[config.mk]
export PLATFORM = sky130hd
export DESIGN_NAME = core_halt_ctrl
export DESIGN_NICKNAME = d
export VERILOG_FILES = /design/src/rtl/core_halt_ctrl.sv
export SDC_FILE = /design/constraint.sdc
export NUM_CORES = 1
export LEC_CHECK = 0
export CORE_MARGIN = 5
export CORE_UTILIZATION = 35
export DETAILED_ROUTE_END_ITERATION = 10
export PLACE_DENSITY_LB_ADDON = 0.3
export SKIP_CTS_REPAIR_TIMING = 1
export SYNTH_ARGS = -nofsm -noshare
export SYNTH_HDL_FRONTEND = slang
export SYNTH_SLANG_ARGS = --single-unit
[constraint.sdc]
create_clock -name CLK -period 1.9 [get_ports CLK]
set_input_delay 0.19 -clock CLK [delete_from_list [all_inputs] [get_ports CLK]]
set_output_delay 0.19 -clock CLK [all_outputs]
set_load 0.01 [all_outputs]
[src/rtl/core_halt_ctrl.sv]
`default_nettype none
// ============================================================================
// Module   : core_halt_ctrl
// Brief    : Run/halt sequencer. Stalls the rv32i core, waits for an
//            instruction boundary, performs one debug register-file access,
//            then resumes or stays halted. Host halt/run/single-step control.
//            Optional single-step support under macro HALT_CTRL_STEP_EN.
// Revision : 1.0
// ============================================================================
module core_halt_ctrl #(
    parameter int DATA_WIDTH     = 32,
    parameter int REG_ADDR_WIDTH = 5,
    parameter int STALL_TIMEOUT  = 255
) (
    input  logic                      CLK,
    input  logic                      RSTn,
    // debug requester
    input  logic                      dbg_req,
    input  logic                      dbg_we,
    input  logic [REG_ADDR_WIDTH-1:0] dbg_addr,
    input  logic [DATA_WIDTH-1:0]     dbg_wdata,
    output logic                      dbg_done,
    output logic                      dbg_err,
    output logic [DATA_WIDTH-1:0]     dbg_rdata,
    // host control
    input  logic                      ctrl_halt_req,
    input  logic                      ctrl_run_req,
    input  logic                      ctrl_step_req,
    output logic                      halted,
    // core handshake
    output logic                      cpu_stop,
    input  logic                      cpu_idle,
    // register-file extra port
    output logic [REG_ADDR_WIDTH-1:0] extra_addr,
    output logic                      extra_write_enable,
    output logic [DATA_WIDTH-1:0]     extra_write_data,
    input  logic [DATA_WIDTH-1:0]     extra_read_data
);

    localparam int                 c_CNT_W   = $clog2(STALL_TIMEOUT + 1);
    localparam logic [c_CNT_W-1:0] c_TIMEOUT = c_CNT_W'(STALL_TIMEOUT);
    localparam logic [c_CNT_W-1:0] c_ONE     = c_CNT_W'(1);

    typedef enum logic [2:0] {
        ST_RUN    = 3'd0,
        ST_DRAIN  = 3'd1,
        ST_HALTED = 3'd2,
        ST_ACCESS = 3'd3,
        ST_DONE   = 3'd4
`ifdef HALT_CTRL_STEP_EN
        ,
        ST_STEP   = 3'd5
`endif
    } state_t;

    state_t                  r_state;
    state_t                  w_state_nxt;
    logic                    r_hold;
    logic                    w_hold_nxt;
    logic                    r_err;
    logic [c_CNT_W-1:0]      r_cnt;
    logic [DATA_WIDTH-1:0]   r_rdata;
    logic                    w_timeout;

`ifndef HALT_CTRL_STEP_EN
    logic w_unused_step;
    assign w_unused_step = ctrl_step_req;
`endif

    // ------------------------------------------------------------------
    // State register and datapath registers
    // ------------------------------------------------------------------
    always_ff @(posedge CLK or negedge RSTn) begin
        if (!RSTn) begin
            r_state <= ST_RUN;
            r_hold  <= 1'b0;
            r_err   <= 1'b0;
            r_cnt   <= '0;
            r_rdata <= '0;
        end else begin
            r_state <= w_state_nxt;
            r_hold  <= w_hold_nxt;

            // Counter is zero outside DRAIN, so every DRAIN entry starts at 0
            if (r_state != ST_DRAIN) begin
                r_cnt <= '0;
            end else if (r_cnt != c_TIMEOUT) begin
                r_cnt <= r_cnt + c_ONE;
            end

            if (w_timeout && dbg_req) begin
                r_err <= 1'b1;
            end else if (r_state == ST_ACCESS) begin
                r_err <= 1'b0;
            end

            if (r_state == ST_ACCESS && !dbg_we) begin
                r_rdata <= extra_read_data;
            end
        end
    end

    // ------------------------------------------------------------------
    // Next-state and hold-flag logic
    // ------------------------------------------------------------------
    always_comb begin
        w_state_nxt = r_state;
        w_timeout   = 1'b0;

        case (r_state)
            ST_RUN: begin
                if (dbg_req || ctrl_halt_req) begin
                    w_state_nxt = ST_DRAIN;
                end
            end
            ST_DRAIN: begin
                if (cpu_idle) begin
                    w_state_nxt = dbg_req ? ST_ACCESS : ST_HALTED;
                end else if (r_cnt == c_TIMEOUT) begin
                    w_timeout   = 1'b1;
                    w_state_nxt = dbg_req ? ST_DONE : ST_RUN;
                end
            end
            ST_HALTED: begin
                if (dbg_req) begin
                    w_state_nxt = ST_ACCESS;
`ifdef HALT_CTRL_STEP_EN
                end else if (ctrl_step_req) begin
                    w_state_nxt = ST_STEP;
`endif
                end else if (ctrl_run_req) begin
                    w_state_nxt = ST_RUN;
                end
            end
            ST_ACCESS: begin
                w_state_nxt = ST_DONE;
            end
            ST_DONE: begin
                w_state_nxt = r_hold ? ST_HALTED : ST_RUN;
            end
`ifdef HALT_CTRL_STEP_EN
            ST_STEP: begin
                w_state_nxt = ST_DRAIN;
            end
`endif
            default: begin
                w_state_nxt = ST_RUN;
            end
        endcase

        // Clears are applied last so they win over a coincident halt request
        w_hold_nxt = r_hold;
        if (ctrl_halt_req) begin
            w_hold_nxt = 1'b1;
        end
`ifdef HALT_CTRL_STEP_EN
        if (r_state == ST_STEP) begin
            w_hold_nxt = 1'b1;
        end
`endif
        if (r_state == ST_HALTED && w_state_nxt == ST_RUN) begin
            w_hold_nxt = 1'b0;
        end
        if (w_timeout && !dbg_req) begin
            w_hold_nxt = 1'b0;
        end
    end

    // ------------------------------------------------------------------
    // Moore outputs decoded from the registered state
    // ------------------------------------------------------------------
    always_comb begin
        cpu_stop           = 1'b0;
        halted             = 1'b0;
        dbg_done           = 1'b0;
        dbg_err            = 1'b0;
        extra_addr         = '0;
        extra_write_enable = 1'b0;
        extra_write_data   = '0;

        case (r_state)
            ST_DRAIN: begin
                cpu_stop = 1'b1;
            end
            ST_HALTED: begin
                cpu_stop = 1'b1;
                halted   = 1'b1;
            end
            ST_ACCESS: begin
                cpu_stop           = 1'b1;
                extra_addr         = dbg_addr;
                // x0 is hard-wired zero; writes to it are dropped without error
                extra_write_enable = dbg_we && (dbg_addr != '0);
                extra_write_data   = dbg_wdata;
            end
            ST_DONE: begin
                cpu_stop = 1'b1;
                dbg_done = 1'b1;
                dbg_err  = r_err;
            end
            default: begin
                cpu_stop = 1'b0;
            end
        endcase
    end

    assign dbg_rdata = r_rdata;

endmodule
`default_nettype wire

## Word-level counts from Yosys, hierarchy flattened

Index checks and enable logic that the tools add are counted.

| cells by class | value |
|---|---|
| $lt $le $gt $ge | 0 |
| reduce and logical (&&, ||, !) cells | 15 |
| add/sub/neg operators | 1 |
| multipliers | 0 |
| shift-type cells | 0 |
| bitwise operators | 0 |
| mux-type cells | 26 |
| eq/ne operators | 7 |
| divide/modulo/power cells | 0 |

Operators with widths:

| cell | number |
|---|---|
| 32-bit 2-to-1 mux | 1 |
| 3-bit 2-to-1 mux | 6 |
| 8-bit 2-to-1 mux | 2 |
| 3-bit one-hot mux with 5 select lines | 1 |
| 1-bit 2-to-1 mux | 14 |
| 8-bit by 1-bit adder with 8-bit output, second input constant | 1 |
| 8-bit equality test, second input constant | 1 |
| 8-bit != test, second input constant | 1 |
| 3-bit by 2-bit equality test with 1-bit output, second input constant | 2 |
| 3-bit zero test | 2 |
| 1-bit logical AND | 5 |
| 5-bit 2-to-1 mux | 1 |
| 5-bit nonzero test | 1 |
| 2-bit nonzero test | 2 |
| 4-bit OR reduction | 1 |
| 3-bit by 1-bit equality test with 1-bit output, second input constant | 1 |
| 3-bit equality test, second input constant | 1 |
| 3-bit by 1-bit != test with 1-bit output, second input constant | 1 |
| 3-bit nonzero test | 1 |
| 1-bit zero test | 2 |
| 2-bit 2-to-1 mux | 1 |
| 1-bit logical OR | 1 |

| storage, ports and cells | value |
|---|---|
| input port bits | 77 |
| register bits after elaboration | 45 |
| memory bits (read-only) | 0 |
| memories kept | 0 |
| latch bits | 0 |
| memory bits (writable) | 0 |

## Logic depth before layout (Yosys ltp)

Gate-level depths: netlist of run 1.

| depth | value |
|---|---|
| depth in word-level cells | 8 |
| gate-level depth with buffers | 6 |
| depth with buffers taken out | 5 |

## Worst setup path after synthesis of run 1

OpenSTA, ideal clock, no wires.

| timing | value |
|---|---|
| kind | register to register |
| start | register r_state[2] |
| end | register r_rdata[10] (netlist: dbg_rdata[10]) |
| stages on the path, launching flop included | 7 |
| arrival time | 1425 ps |
| setup slack | 348 ps |
| cells stage by stage | dfrtp_1 -> buf_2 -> nor3b_4 -> and2b_1 -> buf_4 -> buf_6 -> mux2_1 |

| between the ends | value |
|---|---|
| word-level cells in the longest chain between the ends | 2 |

RTL lines:

| element | RTL line | text |
|---|---|---|
| start, declared | 56 | `state_t r_state;` |
| start signal, assigned | 81 | `r_state <= w_state_nxt;` |
| 3-bit by 2-bit equality test with 1-bit output | 97 | `if (r_state == ST_ACCESS && !dbg_we) begin` |
| 1-bit logical AND | 97 |  |
| end signal, assigned | 98 | `r_rdata <= extra_read_data;` |
| end, declared | 62 | `logic [DATA_WIDTH-1:0] r_rdata;` |

Every way passes these cells.
A chain may end at the register's enable or synchronous reset.

## Final worst setup path of run 1

| timing | value |
|---|---|
| start | register r_state[0] |
| end | register r_rdata[18] (netlist: dbg_rdata[18]) |

The elaborated chain is that of the path after synthesis.

==> run summary, run 1 <==
RSZ-0062 raised after global routing: false
Post-Synthesis Cells: 184
Worst setup SP type: flip-flop
post-synthesis register bit count: 45
WL per Instance: 15.1 microns
async set or reset register ratio after synthesis: 100%
Pre-antenna DRT Iters: 4
Post-DRT Antenna Nets: 0
latest clock arrival within the worst-skew pair: 0.29 ns
HPWL Detailed: 4.82 mm
clock sink total: 45
slew margin rel.: 66.1%
LEAKAGE: 2.34 nW
Most used DFF post-synth: dfrtp_1
Max FO, Critical Path: 32
commonest cells after routing, fill and taps aside: 106 x clkdlybuf4s50_1, 45 x dfrtp_1, 42 x dlymetal6s2s_1, 38 x and2_1, 30 x mux2_1
commonest non-fill, non-tap cell in the layout: clkdlybuf4s50_1
initial antenna violation count: 0
critical path endpoint category: flip-flop
Reg clk slew, reported paths: 0.08 ns
final max-slew violation count: 0
worst-margin pin slew: 0.509 ns
Core ar.: 0.00596 sq mm
Fmax: 559 MHz
Ports: 151
Power Density: 1130 mW/mm^2
Hold Vio Cnt, Final: 0
drt drc: 0
total grt overflow: 0
synth warn: 0
power consumption: 4.55 mW
setup TNS: 0 ns
dpl cell area: 0.00376 sq mm
num rows: 28
vias per cell: 4.61
CTS tree: done
Bufs on Longest Clock Path: 2
Hold Path Class: primary input to asynchronous set/reset pin
Tcrit/Tclk final: 94.1%
clk_skew: 0.00586 ns
critical path data arrival time: 1.96 ns
fin nets: 420
count of final setup violators: 0
post-layout min period: 1.79 ns
post-layout instance area: 0.00401 sq mm
Layout Area Growth over Synthesis: 85.9%
gpl congestion: 0.832
full die area: 0.00783 sq mm
layout cells sized above 1: 7.04%
Initial Utilization: 36.2%
critical path type: flip-flop to flip-flop
Routed WL: 6.29 mm
Num CTS Buffers: 5
Overall Global Routing Usage: 14.9%
Port Buffer Count: 149
n_diodes: 0
Worst EP required: 2.07 ns
vias in the first global route: 1935
syn nets: 262
Die Span Y: 88.5 microns
register area share after synthesis: 52.2%
total number of vias: 1919
Die W: 88.5 microns
largest net degree at the start of global routing: 42
Clock Tree Root: clkbuf_8
Synth cell types: 37
post-synthesis cell area: 0.00216 sq mm
EDFF count, synth: 0
status: completed
Hold WS: 0.406 ns
DR iter-0 viols: 31
first-pass GRT wire length: 9.18 mm
worst vdd ir: 721 uV
H-tree depth: 2
Synth Area per Inst: 11.7 sq um
max_cap viols: 0
[state kept, by name, summed over array words and instances, names as in the netlist]
name,cells
dbg_rdata,32
r_cnt,8
r_err,1
r_hold,1
r_state,3
[cell families (layout without fill, tap and decap cells)]
kind of cell | Yosys count | after routing | synth area share (%)
adders and majority gates | 1 | 1 | 0.580
DFF | 45 | 45 | 52.2
AOI/OAI and AO/OA | 16 | 16 | 5.10
buffers and inverters | 12 | 169 | 3.36
xor gates and xnor gates | 4 | 4 | 1.62
and+or+nand+nor | 73 | 73 | 20.0
muxes | 33 | 33 | 17.2
[routing by layer]
| layer | global-route usage (%) | wire length [microns] |
|---|---|---|
| met1 | 18.6 | 2500 |
| met5 | 0 | 0 |
| met3 | 4.19 | 480 |
| met2 | 25.7 | 3230 |
| met4 | 3.30 | 71 |
[Yosys cell counts (2+ instances only)]
cell | number | area (sq um)
a211oi_1 | 3 | 22.5
nor2_1 | 12 | 45.0
buf_6 | 3 | 33.8
a21oi_1 | 5 | 25.0
dfrtp_1 | 45 | 1130
xnor2_1 | 2 | 17.5
nand4_1 | 3 | 18.8
clkbuf_1 | 5 | 18.8
or3_1 | 2 | 12.5
mux2_1 | 30 | 338
nand3_1 | 2 | 10.0
and2_1 | 38 | 238
mux2_2 | 2 | 22.5
xor2_1 | 2 | 17.5
nand2_1 | 3 | 11.3
and3_1 | 2 | 12.5
nor3_1 | 5 | 25.0
[cell type report]
class / instances / area (sq um)
Clock buffer: 5 / 68.8
Clock inverter: 1 / 5.00
Fill cell: 454 / 1950
Inverter: 2 / 7.51
Multi-Input combinational cell: 127 / 966
Sequential cell: 45 / 1130
Tap cell: 75 / 93.8
Timing Repair Buffer: 161 / 1740
[critical path, cell delays in order (launching register included)]
cell	delay, ns
dfrtp_1	0.38
inv_2	0.08
nor3b_4	0.19
buf_4	0.16
buf_6	0.13
and2b_1	0.17
buf_12	0.21
mux2_1	0.34
[worst paths after layout]
kind	startpoint	end	slack [ns]	depth (start not counted)
worst max-delay path	r_state[0]$_DFF_PN0_	dbg_rdata[18]$_DFFE_PN0P_	0.11	7
worst min-delay path	RSTn	dbg_rdata[2]$_DFFE_PN0P_	0.41	2
worst max register to register	r_state[0]$_DFF_PN0_	dbg_rdata[18]$_DFFE_PN0P_	0.11	7
worst min register to register	dbg_rdata[27]$_DFFE_PN0P_	dbg_rdata[27]$_DFFE_PN0P_	0.49	1
max in group asynchronous	RSTn	r_cnt[4]$_DFFE_PN0P_	0.99	3
min in group CLK	dbg_rdata[27]$_DFFE_PN0P_	dbg_rdata[27]$_DFFE_PN0P_	0.49	1
[report_power, final]
part           leakage [nW]  internal (mW)  switching (mW)  total (mW)
Sequential            0.556           1.35           0.195        1.55
Clock                0.0399          0.242           0.283       0.524
Combinational          1.74           1.50           0.977        2.48
[metrics by stage]
stage	cells	worst slack [ns]	utilization, %
after floorplan	184	0.348	-
after global routing	416	0.0144	67.3
after CTS	411	-0.214	64.4
after global placement	405	-0.0340	63.2
after detailed placement	405	-0.0301	63.2
final	416	0.112	67.3
(Power assumes the default switching activity.)
==> run 2, diff against run 1 <==
Settings changed: CORE_ASPECT_RATIO from default to 1.4.
Clock period 1.9 ns to 2 ns, I/O delays scaled along.
==> run summary, run 2 (synthesis results as in run 1) <==
status: finished, violations left
violated checks: negative hold slack
WL per Instance: 15.2 microns
Hold Path Class: primary input to asynchronous set/reset pin
Hold Vio Cnt, Final: 38
fillers: 484
post-layout min period: 1.87 ns
Worst R2R Path Depth: 7
HPWL Detailed: 5.01 mm
fin cells: 410
CTS tree: done
Power Density: 1090 mW/mm^2
Die Span Y: 103 microns
vias in the first global route: 2034
Core ar.: 0.00595 sq mm
RSZ-0062 raised after global routing: false
drt drc: 0
slew margin rel.: 62.7%
Net Sw Frac: 32.0%
Worst setup SP type: flip-flop
clock sink total: 45
max_cap viols: 0
clk_skew: 0.00503 ns
Pre-antenna DRT Iters: 4
final max-slew violation count: 0
vias per cell: 4.85
num rows: 33
worst vdd ir: 384 uV
Reg clk slew, reported paths: 0.08 ns
critical path endpoint category: output pin
pre-CTS setup slack: 0.0525 ns
first-pass GRT wire length: 9.29 mm
Port Buffer Count: 149
Final WS setup: 0.128 ns
total number of vias: 1990
total grt overflow: 0
Cells after DPL: 397
critical path data arrival time: 1.67 ns
Num CTS Buffers: 5
Clock Tree Root: clkbuf_8
Bufs on Longest Clock Path: 2
fin nets: 417
Post-DRT Antenna Nets: 0
LEAKAGE: 2.27 nW
full die area: 0.00786 sq mm
part of the power in registers: 34.5%
Critical R2R Launch: r_state[0]$_DFF_PN0_
count of final setup violators: 0
Ports: 151
layout cells sized above 1: 6.47%
latest clock arrival within the worst-skew pair: 0.29 ns
Psw: 1.39 mW
worst-margin pin slew: 0.560 ns
Hold WS: -0.0188 ns
clock share of power: 12.2%
Routed WL: 6.23 mm
Tcrit/Tclk final: 93.6%
Worst EP required: 1.80 ns
Internal Power: 2.95 mW
Core Util, Final: 66.7%
crit path from: r_state[1]$_DFF_PN0_
gpl congestion: 0.771
commonest cells after routing, fill and taps aside: 109 x clkdlybuf4s50_1, 44 x dfrtp_1, 39 x dlymetal6s2s_1, 38 x and2_1, 30 x mux2_1
Die W: 76.4 microns
Fmax: 534 MHz
Gate power share: 53.3%
Overall Global Routing Usage: 14.8%
Layout Area Growth over Synthesis: 83.8%
H-tree depth: 2
n_diodes: 0
commonest non-fill, non-tap cell in the layout: clkdlybuf4s50_1
Max FO, Critical Path: 7
setup slack, reg-to-reg: 0.16 ns
largest net degree at the start of global routing: 46
DR iter-0 viols: 104
max FFs per register: 32
Initial Utilization: 36.3%
critical path type: flip-flop to output pin
initial antenna violation count: 0
r2r endpoint: dbg_rdata[3]$_DFFE_PN0P_
==> run 2: changes by cell type in the layout (fill, tap and decap cells not counted), sizes merged <==
cell / before / now
dlygate4sd3: 1 / 0
clkdlybuf4s50: 106 / 109
clkinvlp: 0 / 1
clkbuf: 6 / 8
clkinv: 1 / 0
dlymetal6s2s: 42 / 39
buf: 11 / 9
==> run 2: per-layer routing <==
metal	global-route usage [%]	vias up	share of wire, %
li1	-	940	-
met1	14.2	930	31
met2	27.0	114	54
met3	7.60	6	13
met4	5.52	0	1.7
met5	0	-	0
==> run 2: worst max-delay path: stages (launching register included) <==
cell,delay (ns)
dfrtp_2,0.46
nor2_2,0.17
and3_1,0.19
clkdlybuf4s50_1,0.57
==> run 2: area by class of cell <==
cell class	count	area, sq um	area share [%]
timing repair buffer	158	1700	42.8
tap	70	87.6	2.21
multi-input combinational	127	961	24.2
inverter	2	7.51	0.189
clock inverter	1	7.51	0.189
clock buffer	7	76.3	1.92
sequential	45	1130	28.4
==> run 2: how the worst max path moves through the flow <==
stage | end | slack (ns) | cells after the start
2_1_floorplan | dbg_rdata[10]$_DFFE_PN0P_ | 0.45 | 6
3_3_place_gp | extra_write_enable | 0.04 | 4
3_5_place_dp | extra_write_enable | 0.05 | 4
4_1_cts | extra_write_data[20] | -0.20 | 5
5_1_grt | dbg_err | 0.03 | 3
6_report | dbg_err | 0.13 | 3
==> run 2: power groups by stage <==
| stage | combinational [mW] | clock, mW | sequential [mW] |
|---|---|---|---|
| 2_1_floorplan | 0.798 | 0 | 1.65 |
| 4_1_cts | 2.31 | 0.556 | 1.50 |
| 5_1_grt | 2.49 | 0.582 | 1.55 |
| 3_3_place_gp | 2.27 | 0 | 1.49 |
| 3_5_place_dp | 2.30 | 0 | 1.51 |
| 6_report | 2.31 | 0.529 | 1.49 |
==> run 2: metrics by stage <==
| step | cell area (sq um) | total power [mW] | TNS, ns |
|---|---|---|---|
| after floorplan | 2160 | 2.45 | 0 |
| after CTS | 3800 | 4.36 | -5.69 |
| after global routing | 3970 | 4.62 | 0 |
| after global placement | 3720 | 3.75 | 0 |
| final | 3970 | 4.34 | 0 |
| after detailed placement | 3720 | 3.81 | 0 |
==> run 3, diff against run 2 <==
Settings changed: TNS_END_PERCENT from default to 10.
==> results of run 3 <==
The final DEF is identical to that of run 2; final timing and power are the same.
